--- src/rtl/prbs_pkg.sv ---
// Shared PRBS-15 definitions for the pattern/PRBS transmitter and the receive-side checker.
// Optional PRBS_ERR_INJ_EN build macro is consumed by pattern_prbs_tx and its interface.
package prbs_pkg;

  typedef enum logic [1:0] {
    IDLE    = 2'd0,
    LOAD    = 2'd1,
    PATTERN = 2'd2,
    PRBS    = 2'd3
  } tx_state_t;

  localparam int unsigned PRBS15_TAP_A = 14;
  localparam int unsigned PRBS15_TAP_B = 13;
  localparam int unsigned PRBS15_WIDTH = 15;

  localparam logic [PRBS15_WIDTH-1:0] PRBS15_DEFAULT_SEED = 15'h7FFF;

  // An all-zero LFSR state locks up, so substitute the smallest legal seed.
  function automatic logic [PRBS15_WIDTH-1:0] prbs15_safe_seed(input logic [PRBS15_WIDTH-1:0] s);
    return (s == '0) ? 15'h0001 : s;
  endfunction

endpackage

--- src/rtl/pattern_prbs_tx_if.sv ---
// Control/serial bundle between a stimulus master and pattern_prbs_tx.
// err_inj exists only when PRBS_ERR_INJ_EN is defined.
interface pattern_prbs_tx_if;
  logic        start;
  logic        stop;
  logic        en;
  logic [31:0] pattern_in;
  logic        data;
  logic        data_valid;
  logic        pattern_done;
  logic        busy;
`ifdef PRBS_ERR_INJ_EN
  logic        err_inj;
`endif

  modport master (
`ifdef PRBS_ERR_INJ_EN
    output err_inj,
`endif
    output start, stop, en, pattern_in,
    input  data, data_valid, pattern_done, busy
  );

  modport slave (
`ifdef PRBS_ERR_INJ_EN
    input  err_inj,
`endif
    input  start, stop, en, pattern_in,
    output data, data_valid, pattern_done, busy
  );
endinterface

--- src/rtl/prbs15_lfsr.sv ---
// Fibonacci PRBS-15 (x^15+x^14+1) generator; bit_out is the MSB shifted out next.
// Shared by the transmitter and the receive-side checker.
module prbs15_lfsr
  import prbs_pkg::*;
(
  input  logic                    clk,
  input  logic                    rst,
  input  logic                    load,
  input  logic [PRBS15_WIDTH-1:0] seed,
  input  logic                    advance,
  output logic                    bit_out
);

  logic [PRBS15_WIDTH-1:0] lfsr;

  always_ff @(posedge clk) begin
    if (rst || load) begin
      lfsr <= prbs15_safe_seed(seed);
    end else if (advance) begin
      lfsr <= {lfsr[PRBS15_WIDTH-2:0], lfsr[PRBS15_TAP_A] ^ lfsr[PRBS15_TAP_B]};
    end
  end

  assign bit_out = lfsr[PRBS15_TAP_A];

endmodule

--- src/rtl/pattern_prbs_tx.sv ---
// Serializes a latched 4-byte pattern N_REPEAT times MSB-first, then a free-running PRBS-15.
// Build macro PRBS_ERR_INJ_EN adds err_inj for single-bit error injection in PRBS.
module pattern_prbs_tx
  import prbs_pkg::*;
#(
  parameter int unsigned             N_REPEAT  = 2,
  parameter logic [PRBS15_WIDTH-1:0] PRBS_SEED = PRBS15_DEFAULT_SEED
) (
  input logic               clk,
  input logic               rst,
  pattern_prbs_tx_if.slave  bus
);

  localparam logic [7:0] LAST_REP = 8'(N_REPEAT - 1);

  tx_state_t   state, next_state;
  logic [31:0] shadow;
  logic [2:0]  bit_cnt;
  logic [1:0]  byte_cnt;
  logic [7:0]  rep_cnt;
  logic [4:0]  bit_idx;
  logic        last_bit;
  logic        capture, clear_cnt, shift_pat, adv_prbs;
  logic        lfsr_bit, inject;
  logic        data_q, valid_q, done_q, busy_q;

  assign last_bit = (bit_cnt == 3'd7) && (byte_cnt == 2'd3) && (rep_cnt == LAST_REP);
  assign bit_idx  = 5'd31 - {byte_cnt, bit_cnt};

  always_ff @(posedge clk) begin
    if (rst) state <= IDLE;
    else     state <= next_state;
  end

  always_comb begin
    next_state = state;
    if (bus.stop) begin
      next_state = IDLE;
    end else begin
      case (state)
        IDLE:    if (bus.start) next_state = LOAD;
        LOAD:    next_state = PATTERN;
        PATTERN: if (bus.en && last_bit) next_state = PRBS;
        PRBS:    next_state = PRBS;
        default: next_state = IDLE;
      endcase
    end
  end

  always_comb begin
    capture   = 1'b0;
    clear_cnt = 1'b0;
    shift_pat = 1'b0;
    adv_prbs  = 1'b0;
    if (!bus.stop) begin
      case (state)
        IDLE:    capture   = bus.start;
        LOAD:    clear_cnt = 1'b1;
        PATTERN: shift_pat = bus.en;
        PRBS:    adv_prbs  = bus.en;
        default: ;
      endcase
    end
  end

  prbs15_lfsr u_lfsr (
    .clk     (clk),
    .rst     (rst),
    .load    (capture),
    .seed    (PRBS_SEED),
    .advance (adv_prbs),
    .bit_out (lfsr_bit)
  );

`ifdef PRBS_ERR_INJ_EN
  logic err_q, err_pend;

  // A new rising edge wins over consumption so back-to-back pulses each inject once.
  always_ff @(posedge clk) begin
    if (rst) begin
      err_q    <= 1'b0;
      err_pend <= 1'b0;
    end else begin
      err_q <= bus.err_inj;
      if (bus.stop)                      err_pend <= 1'b0;
      else if (bus.err_inj && !err_q)    err_pend <= 1'b1;
      else if (adv_prbs)                 err_pend <= 1'b0;
    end
  end

  assign inject = err_pend;
`else
  assign inject = 1'b0;
`endif

  always_ff @(posedge clk) begin
    if (rst) begin
      shadow   <= '0;
      bit_cnt  <= '0;
      byte_cnt <= '0;
      rep_cnt  <= '0;
      data_q   <= 1'b0;
      valid_q  <= 1'b0;
      done_q   <= 1'b0;
      busy_q   <= 1'b0;
    end else begin
      busy_q <= (next_state != IDLE);
      if (bus.stop) begin
        data_q  <= 1'b0;
        valid_q <= 1'b0;
      end
      if (capture) begin
        shadow <= bus.pattern_in;
        done_q <= 1'b0;
      end
      if (clear_cnt) begin
        bit_cnt  <= '0;
        byte_cnt <= '0;
        rep_cnt  <= '0;
      end
      if (shift_pat) begin
        data_q  <= shadow[bit_idx];
        valid_q <= 1'b1;
        bit_cnt <= bit_cnt + 3'd1;
        if (bit_cnt == 3'd7) byte_cnt <= byte_cnt + 2'd1;
        if (bit_cnt == 3'd7 && byte_cnt == 2'd3) rep_cnt <= rep_cnt + 8'd1;
        if (last_bit) done_q <= 1'b1;
      end
      if (adv_prbs) begin
        data_q  <= lfsr_bit ^ inject;
        valid_q <= 1'b1;
      end
    end
  end

  assign bus.data         = data_q;
  assign bus.data_valid   = valid_q;
  assign bus.pattern_done = done_q;
  assign bus.busy         = busy_q;

endmodule

--- src/flat_wrapper.sv ---
// flat-port wrapper written by rule: the top's interface ports become plain ports
module pattern_prbs_tx_flat import prbs_pkg::*;
#(
  parameter int unsigned             N_REPEAT  = 2,
  parameter logic [PRBS15_WIDTH-1:0] PRBS_SEED = PRBS15_DEFAULT_SEED
)
  (clk, rst, bus_start, bus_stop, bus_en, bus_pattern_in, bus_data, bus_data_valid, bus_pattern_done, bus_busy);
  pattern_prbs_tx_if bus_i ();
  input logic clk;
  input logic rst;
  input wire logic [$bits(bus_i.start)-1:0] bus_start;
  input wire logic [$bits(bus_i.stop)-1:0] bus_stop;
  input wire logic [$bits(bus_i.en)-1:0] bus_en;
  input wire logic [$bits(bus_i.pattern_in)-1:0] bus_pattern_in;
  output wire logic [$bits(bus_i.data)-1:0] bus_data;
  output wire logic [$bits(bus_i.data_valid)-1:0] bus_data_valid;
  output wire logic [$bits(bus_i.pattern_done)-1:0] bus_pattern_done;
  output wire logic [$bits(bus_i.busy)-1:0] bus_busy;
  assign bus_i.start = bus_start;
  assign bus_i.stop = bus_stop;
  assign bus_i.en = bus_en;
  assign bus_i.pattern_in = bus_pattern_in;
  assign bus_data = bus_i.data;
  assign bus_data_valid = bus_i.data_valid;
  assign bus_pattern_done = bus_i.pattern_done;
  assign bus_busy = bus_i.busy;
  pattern_prbs_tx #(.N_REPEAT(N_REPEAT), .PRBS_SEED(PRBS_SEED)) u_core (.clk(clk), .rst(rst), .bus(bus_i));
endmodule
--- config.mk ---
export PLATFORM = sky130hd
export DESIGN_NAME = pattern_prbs_tx_flat
export DESIGN_NICKNAME = d
export VERILOG_FILES = /design/src/rtl/prbs_pkg.sv /design/src/rtl/pattern_prbs_tx_if.sv /design/src/rtl/prbs15_lfsr.sv /design/src/rtl/pattern_prbs_tx.sv /design/src/flat_wrapper.sv
export SDC_FILE = /design/constraint.sdc
export NUM_CORES = 1
export LEC_CHECK = 0
export CORE_AREA = 3 3 83 85
export CTS_CLUSTER_SIZE = 30
export DETAILED_ROUTE_END_ITERATION = 6
export DIE_AREA = 0 0 86 88
export PLACE_DENSITY = 0.77
export SYNTH_ARGS = -nofsm -noshare
export SYNTH_HDL_FRONTEND = slang
export SYNTH_HIERARCHICAL = 1
export SYNTH_SLANG_ARGS = --single-unit
--- constraint.sdc ---
create_clock -name clk -period 2.1 [get_ports clk]
set_clock_uncertainty 0.2 [all_clocks]
set_input_delay 0.21 -clock clk [delete_from_list [all_inputs] [get_ports clk]]
set_output_delay 0.21 -clock clk [all_outputs]
set_load 0.03 [all_outputs]
==> impl_metrics.json, run 1 <==
{
  "min_period_ns": 1.96,
  "core_region_area_um2": 6280,
  "maxCapViolCount": 0,
  "dieArea_um2": 7570,
  "ant_nets": 0,
  "synth-main-ff-cell": "dfxtp_1",
  "synth_top_family_by_area": "simple AND/OR/NAND/NOR gates",
  "chipWidth_um": 86,
  "seq_power_share_pct": 52.4,
  "synth_area_leaders": "dfxtp_1, edfxtp_1, nand2_1",
  "via_count": 2502,
  "r2r_slack_ns": 0.14,
  "antenna_found_initial": 0,
  "seqCellArea_um2": 1470,
  "ys_seq_area_share_pct": 48.4,
  "clkSinkCount": 66,
  "wire_per_inst_um": 12.5,
  "ys_warn_count": 6,
  "drtIter0Drc": 192,
  "clockRootBuffer": "clkbuf_8",
  "synth_top_cell_by_area": "dfxtp_1",
  "p_leak_nw": 1.42,
  "ys_async_sr_fraction_pct": 0,
  "synth_xor_area_share_pct": 0.288,
  "final_max_slew_viol_count": 0,
  "finalCritPeriodShare_pct": 93.2,
  "ys_seq_elements": 66,
  "intPower_mw": 2.05,
  "synth_cell_type_count": 47,
  "multi_input_area_um2": 1550,
  "grt_pass1_wl_um": 10100,
  "postLayoutCoreUtil_pct": 61.7,
  "setup_violations": 0,
  "min_path_type": "primary input to register",
  "post-synth-top-count-cell": "nand2_1",
  "synthCells": 325,
  "startpoint_type": "register",
  "dieHeight_um": 88,
  "track_usage_pct": 17.1,
  "drtPass1Iterations": 4,
  "port_buffers": 40,
  "grt_pass1_vias": 2352,
  "cp-end-kind": "register",
  "path_clk_slew_ns": 0.07,
  "status": "completed",
  "synthMuxAreaShare_pct": 11.6,
  "clk_path_buf_depth": 2,
  "cts_setup_buffers": 0,
  "gp_congestion": 0.827,
  "cts_buffers": 9,
  "grt_max_degree": 47,
  "hold_path_depth": 3,
  "slowest_delay_ns": 0.66,
  "switching_share_pct": 22.9,
  "p_per_area_nw_per_um2": 686,
  "yosys.area_share.simple_pct": 21.2,
  "critPathSlowestCell": "or3_2",
  "arrival_ns": 1.79,
  "hold_viol": 0,
  "critical_path_class": "register to register",
  "routed_wl_um": 6060,
  "syn2layout_area_growth_pct": 27.3,
  "clkPwrFrac_pct": 37.7,
  "synth_area_um2": 3040,
  "rows": 29,
  "critPathRequiredTime_ns": 1.93,
  "drc": 0,
  "n_antenna_cell": 0,
  "synth_adder_area_share_pct": 2.06,
  "insertion_delay_ns": 0.33,
  "holdPathEnd": "u_core/shadow[8]",
  "fin_nets": 445,
  "min-delay-start": "bus_pattern_in[8]",
  "cts_tree": "done",
  "grt_overflow": 0,
  "fmax_mhz": 511,
  "synth-edff-count": 15,
  "synthTopCellsByCount": "nand2_1, dfxtp_1, a21oi_1",
  "drive_above_1_share_pct": 15.9,
  "power_switching_uw": 608,
  "synth_compound_area_share_pct": 12.2,
  "crit_path_cell_trace": "nor2_1 > nand3b_1 > inv_1 > or3_2",
  "drt-vias-per-instance": 5.16,
  "worstReg2RegEnd": "u_core/u_lfsr/lfsr[12]",
  "io_pins": 41,
  "power_frac_comb_pct": 9.9,
  "final_area_um2": 3870,
  "initial_utilization_pct": 48.4,
  "reg2reg_depth": 4,
  "synth_top_cell_area_share_pct": 33.6,
  "syn_area_per_cell_um2": 9.36,
  "ir_worst_vdd_v": 0.000421,
  "htreeDepth": 3,
  "rsz0062_at_grt": "false",
  "cp_max_fo": 15,
  "timing.rr.start": "u_core/state[1]",
  "nFillCells": 533,
  "place_area_um2": 3670,
  "dpl.hpwl_um": 4250
}
==> what timing repair did <==
action,4_1_cts,5_1_grt
gates resized for setup,0,2
hold buffers,1,0
hold endpoints to repair,5,0
endpoints found under the setup margin,0,3
==> metrics by stage <==
stage	cells	setup TNS (ns)	power, mW	worst slack [ns]	hold WS (ns)
6_report	485	0	2.66	0.143	0.219
5_1_grt	485	0	2.77	0.0331	0.213
4_1_cts	485	0	2.68	0.0552	0.208
3_5_place_dp	468	-1.56	1.68	-0.0909	0.246
3_3_place_gp	468	-0.487	1.67	-0.0326	0.241
2_1_floorplan	354	0	1.57	0.0132	0.146
==> power groups by stage <==
stage	Combinational, mW	Clock (mW)	Sequential (mW)
floorplan	0.151	0	1.41
global placement	0.255	0	1.42
detailed placement	0.261	0	1.42
CTS	0.264	1.02	1.39
global route	0.290	1.09	1.40
finish	0.262	1.00	1.39
==> layout by cell type, fill, tap and decap left out, drive strengths merged, types with 4 or more instances in the layout <==
cell type	count
nand2	72
dfxtp	51
a21oi	42
clkdlybuf4s50	39
conb	30
nor2	20
buf	19
mux2	17
edfxtp	15
clkbuf	10
nand3	10
nor3	8
mux2i	7
or3	6
ha	5
nand4	4
mux4	4
nor4	4
==> logic make-up (layout without fill, tap and decap cells) <==
| logic type | Yosys count | in the layout |
|---|---|---|
| and+or+nand+nor | 138 | 138 |
| xor gates and xnor gates | 1 | 1 |
| AOI/OAI and AO/OA | 62 | 62 |
| buffers and inverters | 24 | 78 |
| muxes | 28 | 28 |
| adders and majority gates | 5 | 5 |
| other | 1 | 30 |
| DFF | 66 | 66 |
==> layer usage <==
metal	track usage [%]	wire (µm)	up-vias
met4	8.06	95	0
li1	-	-	1284
met3	5.17	335	10
met2	27.8	2810	54
met5	0	0	-
met1	20.7	2810	1154
==> worst max-delay path: cells and delay by family, from the launching register on <==
kind	cells	cell delay (ns)
AND/OR/NAND/NOR	3	0.88
flip-flops	1	0.45
buffers and inverters	1	0.11
==> state kept, by name, summed over array words and instances, names as in the netlist <==
signal,flops
u_core/shadow,32
u_core/rep_cnt,8
u_core/state,2
u_core/bit_cnt,3
u_core/bus.pattern_done,1
u_core/bus.busy,1
u_core/u_lfsr/lfsr,15
u_core/bus.data_valid,1
u_core/bus.data,1
u_core/byte_cnt,2
==> how the worst max path moves through the flow <==
stage	from	to	depth (start not counted)
6_report	u_core/state[1]	u_core/u_lfsr/lfsr[12]	4
3_5_place_dp	bus_stop	u_core/u_lfsr/lfsr[8]	4
5_1_grt	u_core/state[0]	u_core/u_lfsr/lfsr[12]	4
3_3_place_gp	bus_stop	u_core/u_lfsr/lfsr[7]	4
4_1_cts	u_core/bit_cnt[2]	u_core/bus.data	4
2_1_floorplan	u_core/state[1]	u_core/u_lfsr/lfsr[10]	7
==> final cells by class <==
type                    instances  area share [%]
clock buffers                  10            3.30
clock inverters                 6            1.49
inverters                       3           0.291
multi-input cells             264            40.1
flip-flops and latches         66            38.1
well taps                      77            2.49
repair buffers                 59            14.3
Power figures use the tool's default switching activity.
==> run 2, diff against run 1 <==
==> constraint.sdc (replaced) <==
create_clock -name clk -period 2.1 [get_ports clk]
set_clock_uncertainty 0.2 [all_clocks]
set_input_delay 0.21 -clock clk [delete_from_list [all_inputs] [get_ports clk]]
set_output_delay 0.21 -clock clk [all_outputs]
set_load 0.01 [all_outputs]
==> results of run 2 <==
The final DEF is identical to that of run 1. Status: completed.
==> variant 1, RTL diff (config.mk and constraints of run 2) <==
Encoding of `tx_state_t`: now one-hot (4 bits for 4 states).
--- a/src/rtl/prbs_pkg.sv
+++ b/src/rtl/prbs_pkg.sv
@@ -2,11 +2,11 @@
 // Optional PRBS_ERR_INJ_EN build macro is consumed by pattern_prbs_tx and its interface.
 package prbs_pkg;
 
-  typedef enum logic [1:0] {
-    IDLE    = 2'd0,
-    LOAD    = 2'd1,
-    PATTERN = 2'd2,
-    PRBS    = 2'd3
+  typedef enum logic [3:0] {
+    IDLE    = 4'b0001,
+    LOAD    = 4'b0010,
+    PATTERN = 4'b0100,
+    PRBS    = 4'b1000
   } tx_state_t;
 
   localparam int unsigned PRBS15_TAP_A = 14;
Behaviour: no difference found for any inputs over 10 cycles, from zero or initial values and one cycle with rst high; not proved beyond that.
==> variant 1 against run 2 <==
- total power up 1.8%
- critical path depth up 2
- critical endpoint is now u_core/bus.data
- synthesized area up 5.8%
- die area unchanged
- sequential cell count up 2
- wire length up 3.5%
- worst setup slack worse by 0.028 ns
- design area up 4.8%
- global-route usage up 0.92 points
- largest power group unchanged
==> variant 1: results (changes against run 2) <==
Status
  – Status: complete, no violations

Finish
  – Non-Clock Buffer Count: 61 (+3.4%)
  – Multi-input gate count: 268 (+1.5%)
  – Layout clock buffers: 11 (+1)
  – Fraction of area in registers: 37.31% (-0.76 points)
  – Signal buf overhead: 14.03% (-0.26 points)
  – Share of cells above drive strength 1: 17.75% (+1.8 points)
  – Multi-input combinational area share: 41.38% (+1.3 points)
  – Layout fillers: 530 (-0.56%)
  – NumNets Final: 454 (+2.0%)
  – FF+latch area: 1514 um2 (+2.7%)
  – Final Non-Filler Cells: 494 (+1.9%)
  – Seq cells: 68 (+3.0%)
  – Clock-cell share: 4.533% (-0.25 points)
  – Inverter count: 4 (+1)

Placed design
  – RePlAce Congestion: 0.8266 (about the same)
  – Count of input and output buffers: 40 (unchanged)
  – Inst Count DP: 478 (+2.1%)
  – Setup WS pre-CTS: -0.1215 ns (-0.03060 ns)
  – Area after DPL: 3865 um2 (+5.2%)
  – Post-DP HPWL: 4.492 mm (+5.8%)

Global route
  – Total GRT Usage: 17.97% (+0.92 points)
  – Largest net degree at the start of global routing: 35 (-26%)
  – Vias in the first global route: 2501 (+6.3%)
  – First-pass GRT wire length: 10.70 mm (+5.4%)

Clock tree
  – CTS resizes: 0 (unchanged)
  – Clock slew at reported path FFs: 0.07 ns (about the same)

Worst setup path
  – Reg2Reg Depth: 6 (+2)
  – WP data arrival: 2.06 ns (+0.27 ns)
  – Reg2Reg Capture Point: u_core/bus.data
  – Worst Path Max Fanout: 8 (-7)
  – Reg2Reg Setup Slack: 0.11 ns (-0.03 ns)
  – Slowest cell delay on critical path: 0.47 ns (-0.19 ns)
  – Slowest cell on crit path: mux4_2
  – Cell family with most CP delay: multiplexers
  – Reg2reg start: u_core/bit_cnt[1]

Power
  – Worst vdd ir: 477.2 uV (+13%)
  – LEAKAGE: 1.445 nW (+1.6%)

Synthesis
  – Cell variety after synth: 50 (+6.4%)
  – Post-Synthesis Cells: 333 (+2.5%)
  – Register area share after synthesis: 47.00% (-1.4 points)
  – Compound-Gate Fraction of Synth Area: 10.78% (-1.4 points)
  – Synth Flop Type: dfxtp_1
  – Top cells by area, synth: dfxtp_1, edfxtp_1, nand2_1
  – Multiplexer area fraction after synthesis: 13.15% (+1.6 points)
  – Post-Synth XOR/XNOR Area: 1.362% (+1.1 points)
  – Post-Synth Adder-Cell Area: 1.946% (-0.11 points)
  – Most frequent cells after synthesis: nand2_1, dfxtp_1, a21oi_1

Drt
  – WL/cell: 12.68 um (+1.6%)
  – Vias: 2566 (+2.6%)
  – Initial drt markers: 131 (-32%)

STA
  – Crit share post-route: 94.55% (+1.4 points)
## variant 1: worst min path at each step
stage / startpoint / to / slack, ns / depth (start not counted)
floorplan: bus_stop / u_core/state[0] / 0.12 / 2
global placement: u_core/shadow[12] / u_core/shadow[12] / 0.24 / 2
detailed placement: u_core/shadow[12] / u_core/shadow[12] / 0.25 / 2
CTS: rst / u_core/rep_cnt[5] / 0.03 / 2
global route: rst / u_core/rep_cnt[1] / 0.04 / 2
finish: rst / u_core/rep_cnt[1] / 0.04 / 2
## variant 1: routing by layer
| metal | vias to the layer above | part of all wire (%) | global-route usage, % |
|---|---|---|---|
| met4 | 0 | 2.0 | 9.496 |
| li1 | 1298 | - | - |
| met3 | 12 | 3.4 | 3.481 |
| met2 | 52 | 49 | 30.76 |
| met5 | - | 0 | 0 |
| met1 | 1204 | 46 | 21.41 |
## variant 1: where the power goes
group / internal (W) / total (W) / switching, W
clock: 0.000543 / 0.00102 / 0.000474
sequential: 0.00141 / 0.00143 / 0.0000264
combinational: 0.000140 / 0.000256 / 0.000116
==> variant 2, RTL diff (flow settings as in run 2) <==
Made on the original files. `PRBS15_WIDTH`: 15 -> 17.
--- a/src/rtl/prbs_pkg.sv
+++ b/src/rtl/prbs_pkg.sv
@@ -11,7 +11,7 @@
 
   localparam int unsigned PRBS15_TAP_A = 14;
   localparam int unsigned PRBS15_TAP_B = 13;
-  localparam int unsigned PRBS15_WIDTH = 15;
+  localparam int unsigned PRBS15_WIDTH = 17;
 
   localparam logic [PRBS15_WIDTH-1:0] PRBS15_DEFAULT_SEED = 15'h7FFF;
 
Function: same outputs for any inputs over 10 cycles, from zero or initial values and one cycle with rst high; that may be too few to reach the edited logic, so the function may still have changed.
==> variant 2 against run 2 <==
- first-iteration DRC count down 22%
- synthesized area unchanged
- core utilization rose by 0.14 points
- design area rose by 0.23%
- wire length fell by 0.73%
- highest routed layer unchanged
- sequential cell count did not move
- total power hardly changed
- critical endpoint is now u_core/u_lfsr/lfsr[3]
- critical path type unchanged
- worst setup slack improved by 0.037 ns
==> variant 2: results (changes against run 2) <==
Global route
  – Total GRT Usage: 16.64% (-0.41 points)
  – First-pass GRT wire length: 9.873 mm (-2.7%)
  – Met3 usage: 5.080% (-0.094 points)
  – Vias in the first global route: 2288 (-2.7%)
  – Grt met2 use: 28.66% (+0.84 points)
  – M1 GR Usage: 19.80% (-0.86 points)
  – Largest net degree at the start of global routing: 46 (-2.1%)

Worst setup path
  – Slowest cell delay on critical path: 0.47 ns (-0.19 ns)
  – Cell family with most CP delay: flip-flops
  – Reg2Reg Depth: 6 (+2)
  – Slowest cell on crit path: dfxtp_1
  – Worst Path Max Fanout: 16 (+1)

Placed design
  – Area after DPL: 3684 um2 (+0.27%)
  – RePlAce Congestion: 0.8592 (+3.9%)
  – Post-DP HPWL: 4.186 mm (-1.5%)
  – Inst Count DP: 470 (+0.43%)

Power
  – LEAKAGE: 1.435 nW (+0.87%)
  – Worst vdd ir: 525.7 uV (+25%)

Finish
  – Multi-input gate count: 267 (+1.1%)
  – Layout fillers: 567 (+6.4%)
  – Area of the multi-input gates: 1569 um2 (+1.1%)
  – NumNets Final: 446 (+0.22%)
  – Share of cells above drive strength 1: 16.14% (+0.21 points)
  – Signal buf overhead: 13.80% (-0.48 points)
  – Clock-cell share: 4.998% (+0.21 points)
  – Final Non-Filler Cells: 486 (+0.21%)
  – Area growth from synthesis to layout: 27.61%
  – Non-Clock Buffer Count: 57 (-3.4%)

Synthesis
  – Post-Synthesis Cells: 327 (+0.62%)
  – Multiplexer area fraction after synthesis: 11.89% (+0.33 points)
  – Compound-Gate Fraction of Synth Area: 12.10% (-0.082 points)

Drt
  – Initial drt markers: 150 (-22%)
  – Routed wire length: 6.011 mm (-0.73%)
  – WL met2: 2.865 mm (+1.9%)

Worst hold path
  – Cell count of the worst hold path: 2 (-1)

Status
  – Status: complete, no violations
-- variant 2: cell types whose count changed in the layout (fill, tap and decap cells not counted), moves of 2 or more --
cell | before | now
inv_6 | 0 | 2
clkinv_1 | 2 | 0
conb_1 | 30 | 32
or4_1 | 0 | 2
-- variant 2: power by group --
part	switching, W	internal [W]
Sequential	0.0000254	0.00137
Clock	0.000500	0.000509
Combinational	0.000118	0.000140
-- variant 2: repair_timing --
item,4_1_cts,5_1_grt
gates resized for setup,0,2
buffers inserted,0,0
endpoints found under the setup margin,0,4
-- variant 2: worst paths after layout --
| kind | start | end | slack [ns] |
|---|---|---|---|
| worst min-delay path | rst | u_core/bus.pattern_done | 0.02 |
| worst max-delay path | u_core/state[1] | u_core/u_lfsr/lfsr[3] | 0.18 |
| worst min register to register | u_core/shadow[11] | u_core/shadow[11] | 0.26 |
| worst max register to register | u_core/state[1] | u_core/u_lfsr/lfsr[3] | 0.18 |
